--- config.mk ---
export PLATFORM = sky130hd
export DESIGN_NAME = mac_seq
export DESIGN_NICKNAME = d
export VERILOG_FILES = /design/src/rtl/mac_pkg.sv /design/src/rtl/mac_seq_mac.sv /design/src/rtl/mac_seq.sv
export SDC_FILE = /design/constraint.sdc
export NUM_CORES = 1
export LEC_CHECK = 0
export BUFFER_PORTS_ARGS = -buffer_cell sky130_fd_sc_hd__clkbuf_2
export CAP_MARGIN = 20
export CORE_MARGIN = 3
export CORE_UTILIZATION = 30
export DETAILED_ROUTE_END_ITERATION = 8
export PLACE_DENSITY_LB_ADDON = 0.08
export SYNTH_ARGS = -nofsm -noshare
export SYNTH_HDL_FRONTEND = slang
export SYNTH_SLANG_ARGS = --single-unit
--- constraint.sdc ---
create_clock -name clk -period 18 [get_ports clk]
set_input_delay 3.6 -clock clk [delete_from_list [all_inputs] [get_ports clk]]
set_output_delay 3.6 -clock clk [all_outputs]
set_load 0.03 [all_outputs]
--- src/rtl/mac_pkg.sv ---
// mac_pkg: types and default sizes shared by the MAC sequencer slice.
//   mac_seq_state_t : sequencer FSM state encoding
//   DEF_*           : default operand, accumulator and length widths
package mac_pkg;

  localparam int DEF_DATA_W = 8;
  localparam int DEF_ACC_W  = 32;
  localparam int DEF_LEN_W  = 8;

  typedef enum logic [2:0] {
    IDLE,
    RUN,
    DRAIN,
    CAPT,
    DONE
  } mac_seq_state_t;

endpackage

--- src/rtl/mac_seq_mac.sv ---
// mac: signed multiply-accumulate with no clear input.
//   clk, rst_n : clock, asynchronous active-low reset (clears acc)
//   en         : accumulate a*b on this edge
//   a, b       : signed operands
//   acc        : running signed accumulator, wraps modulo 2^ACC_W
module mac #(
  parameter int DATA_W = 8,
  parameter int ACC_W  = 32
) (
  input  logic                     clk,
  input  logic                     rst_n,
  input  logic                     en,
  input  logic signed [DATA_W-1:0] a,
  input  logic signed [DATA_W-1:0] b,
  output logic signed [ACC_W-1:0]  acc
);

  logic signed [2*DATA_W-1:0] prod;
  logic signed [ACC_W-1:0]    prod_ext;
  logic signed [ACC_W-1:0]    acc_reg;

  // Full-width product, then sign-extended to the accumulator width.
  assign prod     = a * b;
  assign prod_ext = ACC_W'(prod);

  always_ff @(posedge clk or negedge rst_n) begin
    if (!rst_n) begin
      acc_reg <= '0;
    end else if (en) begin
      acc_reg <= acc_reg + prod_ext;
    end
  end

  assign acc = acc_reg;

endmodule

--- src/rtl/mac_seq.sv ---
// mac_seq: dot-product sequencer around one mac instance.
//   cmd_valid/cmd_ready/cmd_len : length command (number of operand pairs)
//   in_valid/in_ready/in_a/in_b : signed operand pair stream
//   res_valid/res_ready/res_data: signed dot product result
//   busy                        : high whenever the FSM is not idle
// The mac cannot be cleared, so the accumulator is snapshotted when a
// command is accepted and the result is the wrapped difference.
module mac_seq
  import mac_pkg::*;
#(
  parameter int DATA_W = DEF_DATA_W,
  parameter int ACC_W  = DEF_ACC_W,
  parameter int LEN_W  = DEF_LEN_W
) (
  input  logic                     clk,
  input  logic                     rst_n,
  input  logic                     cmd_valid,
  output logic                     cmd_ready,
  input  logic [LEN_W-1:0]         cmd_len,
  input  logic                     in_valid,
  output logic                     in_ready,
  input  logic signed [DATA_W-1:0] in_a,
  input  logic signed [DATA_W-1:0] in_b,
  output logic                     res_valid,
  input  logic                     res_ready,
  output logic signed [ACC_W-1:0]  res_data,
  output logic                     busy
);

  mac_seq_state_t           state_reg;
  logic [LEN_W-1:0]         cnt_reg;
  logic [ACC_W-1:0]         base_reg;
  logic [ACC_W-1:0]         res_data_reg;
  logic signed [DATA_W-1:0] mac_a;
  logic signed [DATA_W-1:0] mac_b;
  logic                     mac_en_q;
  logic                     cmd_ready_reg;
  logic                     in_ready_reg;
  logic                     res_valid_reg;
  logic                     busy_reg;
  logic signed [ACC_W-1:0]  acc;

  mac #(
    .DATA_W(DATA_W),
    .ACC_W (ACC_W)
  ) u_mac (
    .clk  (clk),
    .rst_n(rst_n),
    .en   (mac_en_q),
    .a    (mac_a),
    .b    (mac_b),
    .acc  (acc)
  );

  // Handshake outputs are registered alongside the state so they depend on
  // state only, never on the valid inputs.
  always_ff @(posedge clk or negedge rst_n) begin
    if (!rst_n) begin
      state_reg     <= IDLE;
      cnt_reg       <= '0;
      base_reg      <= '0;
      res_data_reg  <= '0;
      mac_a         <= '0;
      mac_b         <= '0;
      mac_en_q      <= 1'b0;
      cmd_ready_reg <= 1'b1;
      in_ready_reg  <= 1'b0;
      res_valid_reg <= 1'b0;
      busy_reg      <= 1'b0;
    end else begin
      case (state_reg)
        IDLE: begin
          mac_en_q <= 1'b0;
          if (cmd_valid) begin
            base_reg      <= acc;
            cnt_reg       <= cmd_len;
            cmd_ready_reg <= 1'b0;
            busy_reg      <= 1'b1;
            if (cmd_len == '0) begin
              res_data_reg  <= '0;
              res_valid_reg <= 1'b1;
              state_reg     <= DONE;
            end else begin
              in_ready_reg <= 1'b1;
              state_reg    <= RUN;
            end
          end
        end
        RUN: begin
          if (in_valid) begin
            mac_a    <= in_a;
            mac_b    <= in_b;
            mac_en_q <= 1'b1;
            cnt_reg  <= cnt_reg - LEN_W'(1);
            if (cnt_reg == LEN_W'(1)) begin
              in_ready_reg <= 1'b0;
              state_reg    <= DRAIN;
            end
          end else begin
            mac_en_q <= 1'b0;
          end
        end
        DRAIN: begin
          // The final enable pulse is consumed by the mac on this edge.
          mac_en_q  <= 1'b0;
          state_reg <= CAPT;
        end
        CAPT: begin
          // Modular subtraction gives the right sum even if acc wrapped.
          res_data_reg  <= acc - base_reg;
          res_valid_reg <= 1'b1;
          state_reg     <= DONE;
        end
        DONE: begin
          if (res_ready) begin
            res_valid_reg <= 1'b0;
            cmd_ready_reg <= 1'b1;
            busy_reg      <= 1'b0;
            state_reg     <= IDLE;
          end
        end
        default: begin
          mac_en_q      <= 1'b0;
          cmd_ready_reg <= 1'b1;
          in_ready_reg  <= 1'b0;
          res_valid_reg <= 1'b0;
          busy_reg      <= 1'b0;
          state_reg     <= IDLE;
        end
      endcase
    end
  end

  assign cmd_ready = cmd_ready_reg;
  assign in_ready  = in_ready_reg;
  assign res_valid = res_valid_reg;
  assign res_data  = res_data_reg;
  assign busy      = busy_reg;

endmodule

==> run_results.csv <==
group,metric,value,unit
clocking,cts-root-buf,"clkbuf_16",
sta,max_slew_margin,41.5,%
synthesis,synth.area.mux_share,2.90,%
detailed_routing,final_antenna_net_count,0,
synthesis,yosys-top-cells-area,"dfrtp_1 26%, fa_1 22%, ha_1 11%, inv_1 4.5%, o21ai_0 4.4%",
clocking,post_cts_buffers,0,
floorplan,die_h,208,um
sta,setup_viol,0,
floorplan,start_util,30.5,%
synthesis,synth_top_family_by_area,"adder cells",
global_routing,antenna_found_initial,0,
floorplan,io_pins,65,
sta,hold_ws,481,ps
setup_path,startpoint,"mac_b[0]$_DFFE_PN0P_",
setup_path,end_kind,"flop",
detailed_routing,drcViolationCount,0,
synthesis,ys_seq_elements,128,
hold_path,hold_path_startpoint,"res_data[0]$_DFFE_PN0P_",
floorplan,core,0.0400,mm^2
detailed_routing,drt_first_pass_iters,4,
setup_path,rr_endpoint,"u_mac.acc[31]$_DFFE_PN0P_",
clocking,hold_buffers,0,
synthesis,synthXorXnorAreaFrac,3.08,%
cells_and_area,n_antenna_cell,0,
synthesis,synth-edff-count,0,
setup_path,start_kind,"flop",
floorplan,die_w,208,um
sta,rsz0062_at_grt,"no",
synthesis,ys.flop_type,"dfrtp_1",
clocking,clk_pin_slew_worst_paths,60,ps
cells_and_area,nets,1584,
clocking,cts_tree,"yes",
setup_path,reg2reg_slack,11650,ps
clocking,cts.htree.levels,4,
detailed_routing,wire_per_inst,16.4,um
clocking,cts_resized,0,
global_routing,overflow,0,
sta,final-hold-violation-count,0,
placed_design,place_congestion,0.817,
outcome,status,"completed",
floorplan,die_area,0.0432,mm^2
global_routing,grt.met2_usage,24.6,%
hold_path,min_to,"res_data[0]$_DFFE_PN0P_",
cells_and_area,area_delta_synth_final,11.6,%
hold_path,min_path_type,"flop to flop",
synthesis,synth.avg_cell_area,9.65,um^2
floorplan,rows,73,
global_routing,grt_max_degree,73,
cells_and_area,final_cell_mix,"148 x inv_1, 137 x fa_1, 132 x nand2_1",
global_routing,grt_usage,14.6,%
placed_design,placed_area,0.0131,mm^2
synthesis,async_flop_share,100,%
synthesis,yosysSeqAreaShare,26.2,%
detailed_routing,drtIter0Drc,413,
setup_path,reg2regPathDepth,17,
setup_path,cp_data_arrival_time,6710,ps
detailed_routing,drt_wl_total,30300,um
clocking,clk_latency,450,ps
synthesis,ys_types,71,
job,cap_violations,0,
sta,fmax,158,MHz
synthesis,syn_area,0.0122,mm^2
detailed_routing,vias_per_cell,4.80,
setup_path,r2r-start,"mac_b[0]$_DFFE_PN0P_",
synthesis,synth-compound-area-share,15.6,%
sta,skew,7.29,ps
clocking,clockBufferDepth,2,
global_routing,globalRoute.busiestLayer,"met2",
placed_design,portBuffers,64,
global_routing,grt_util_met1,19.5,%
synthesis,yosysWarnings,0,
synthesis,synth.top_cell.area_share,26.0,%
synthesis,yosys.area_share.simple,13.1,%
sta,period_share,35.3,%
global_routing,grt_pass1_wl,50800,um
global_routing,grt_util_met3,2.52,%
setup_path,crit_fanout,25,
cells_and_area,drive_above_1_share,11.6,%
placed_design,dp_hpwl,23900,um
global_routing,grt_pass1_vias,9248,
detailed_routing,vias,8892,
synthesis,synth_top_area_cell,"dfrtp_1",
clocking,cts_buffers,17,
synthesis,synth_nets,1535,
sta,finalMaxSlewViolations,0,
cells_and_area,final_common_cell,"inv_1",
hold_path,hold_depth,2,
sta,worst_slew_pin_slew,877,ps
sta,period_needed,6350,ps
cells_and_area,fin_area,0.0136,mm^2
setup_path,path_class,"flop to flop",
setup_path,cp.required,18370,ps
synthesis,synth_cells,1266,
clocking,cts.sinks,128,
cells_and_area,fill_cells,4174,
synthesis,synthAdderAreaFrac,33.0,%
sta,fin_tns_setup,0,ps
-- cell families after synthesis --
family          after synthesis
compound gates              301
mux                          32
buf+inv                     191
flops                       128
xor+xnor                     43
fa+ha+maj                   240
simple gates                331
-- synth_stat cells (3+ instances only) --
| cell | instances |
|---|---|
| inv_1 | 148 |
| fa_1 | 137 |
| nand2_1 | 132 |
| dfrtp_1 | 127 |
| o21ai_0 | 107 |
| ha_1 | 103 |
| nor2_1 | 62 |
| a21oi_1 | 60 |
| and2_1 | 36 |
| clkbuf_1 | 33 |
| xnor2_1 | 32 |
| a21o_1 | 27 |
| mux2_2 | 27 |
| nor3_1 | 17 |
| nand3_1 | 16 |
| o21a_1 | 15 |
| a211oi_1 | 13 |
| nand2b_1 | 11 |
| nor3b_1 | 11 |
| xor2_1 | 11 |
| a31oi_1 | 10 |
| buf_1 | 7 |
| o21bai_1 | 7 |
| o31ai_1 | 7 |
| and3_1 | 6 |
| nor2b_1 | 6 |
| o311ai_0 | 6 |
| a22oi_1 | 5 |
| mux2i_1 | 5 |
| nor4_1 | 5 |
| a21o_2 | 4 |
| a22o_1 | 4 |
| nand4_1 | 4 |
| nand4b_1 | 4 |
| a2111o_1 | 3 |
| a211oi_2 | 3 |
| nand3b_1 | 3 |
| nor4b_1 | 3 |
| o211ai_1 | 3 |
| o21ai_1 | 3 |
| o22ai_1 | 3 |
| o31a_1 | 3 |
| or4_1 | 3 |
-- metrics by stage --
| step | utilization (%) | instances | worst slack [ps] |
|---|---|---|---|
| final | 34.1 | 1853 | 11650 |
| after CTS | 34.1 | 1853 | 11580 |
| after detailed placement | 32.7 | 1821 | 11600 |
| after global placement | 32.7 | 1821 | 11640 |
| after global routing | 34.1 | 1853 | 11180 |
| after floorplan | - | 1266 | 11700 |
-- worst max path at each step --
stage,end,slack (ps)
global route,u_mac.acc[31]$_DFFE_PN0P_,11180
global placement,u_mac.acc[31]$_DFFE_PN0P_,11640
finish,u_mac.acc[31]$_DFFE_PN0P_,11650
detailed placement,u_mac.acc[31]$_DFFE_PN0P_,11600
CTS,u_mac.acc[31]$_DFFE_PN0P_,11580
floorplan,u_mac.acc[31]$_DFFE_PN0P_,11700
-- area by class of cell --
type	count	area [um^2]	share of cell area, %
inverter	149	559	4.10
tap	525	657	4.82
clock inverter	13	90.1	0.661
multi-input combinational	947	8290	60.8
clock buffer	19	443	3.25
timing repair buffer	72	387	2.84
sequential	128	3200	23.5
-- routing by layer --
| metal | share of wire [%] | routed length, um |
|---|---|---|
| met1 | 47 | 14200 |
| met2 | 50 | 15200 |
| met3 | 1.9 | 591 |
| met4 | 1.4 | 421 |
| met5 | 0 | 0 |
-- critical path: stages (launching register included) --
cell	delay [ps]
dfrtp_1	490
and2_2	790
inv_1	130
fa_1	510
inv_1	50
fa_1	480
fa_1	570
fa_1	430
fa_1	440
ha_1	340
a21oi_1	150
o22ai_1	150
a2111o_1	510
o311ai_2	380
a31oi_1	220
o2111a_1	280
a211oi_2	210
xnor2_1	140
Power is not shown: default switching activity piles up to over one toggle a cycle in this logic, so the estimate is an artifact.
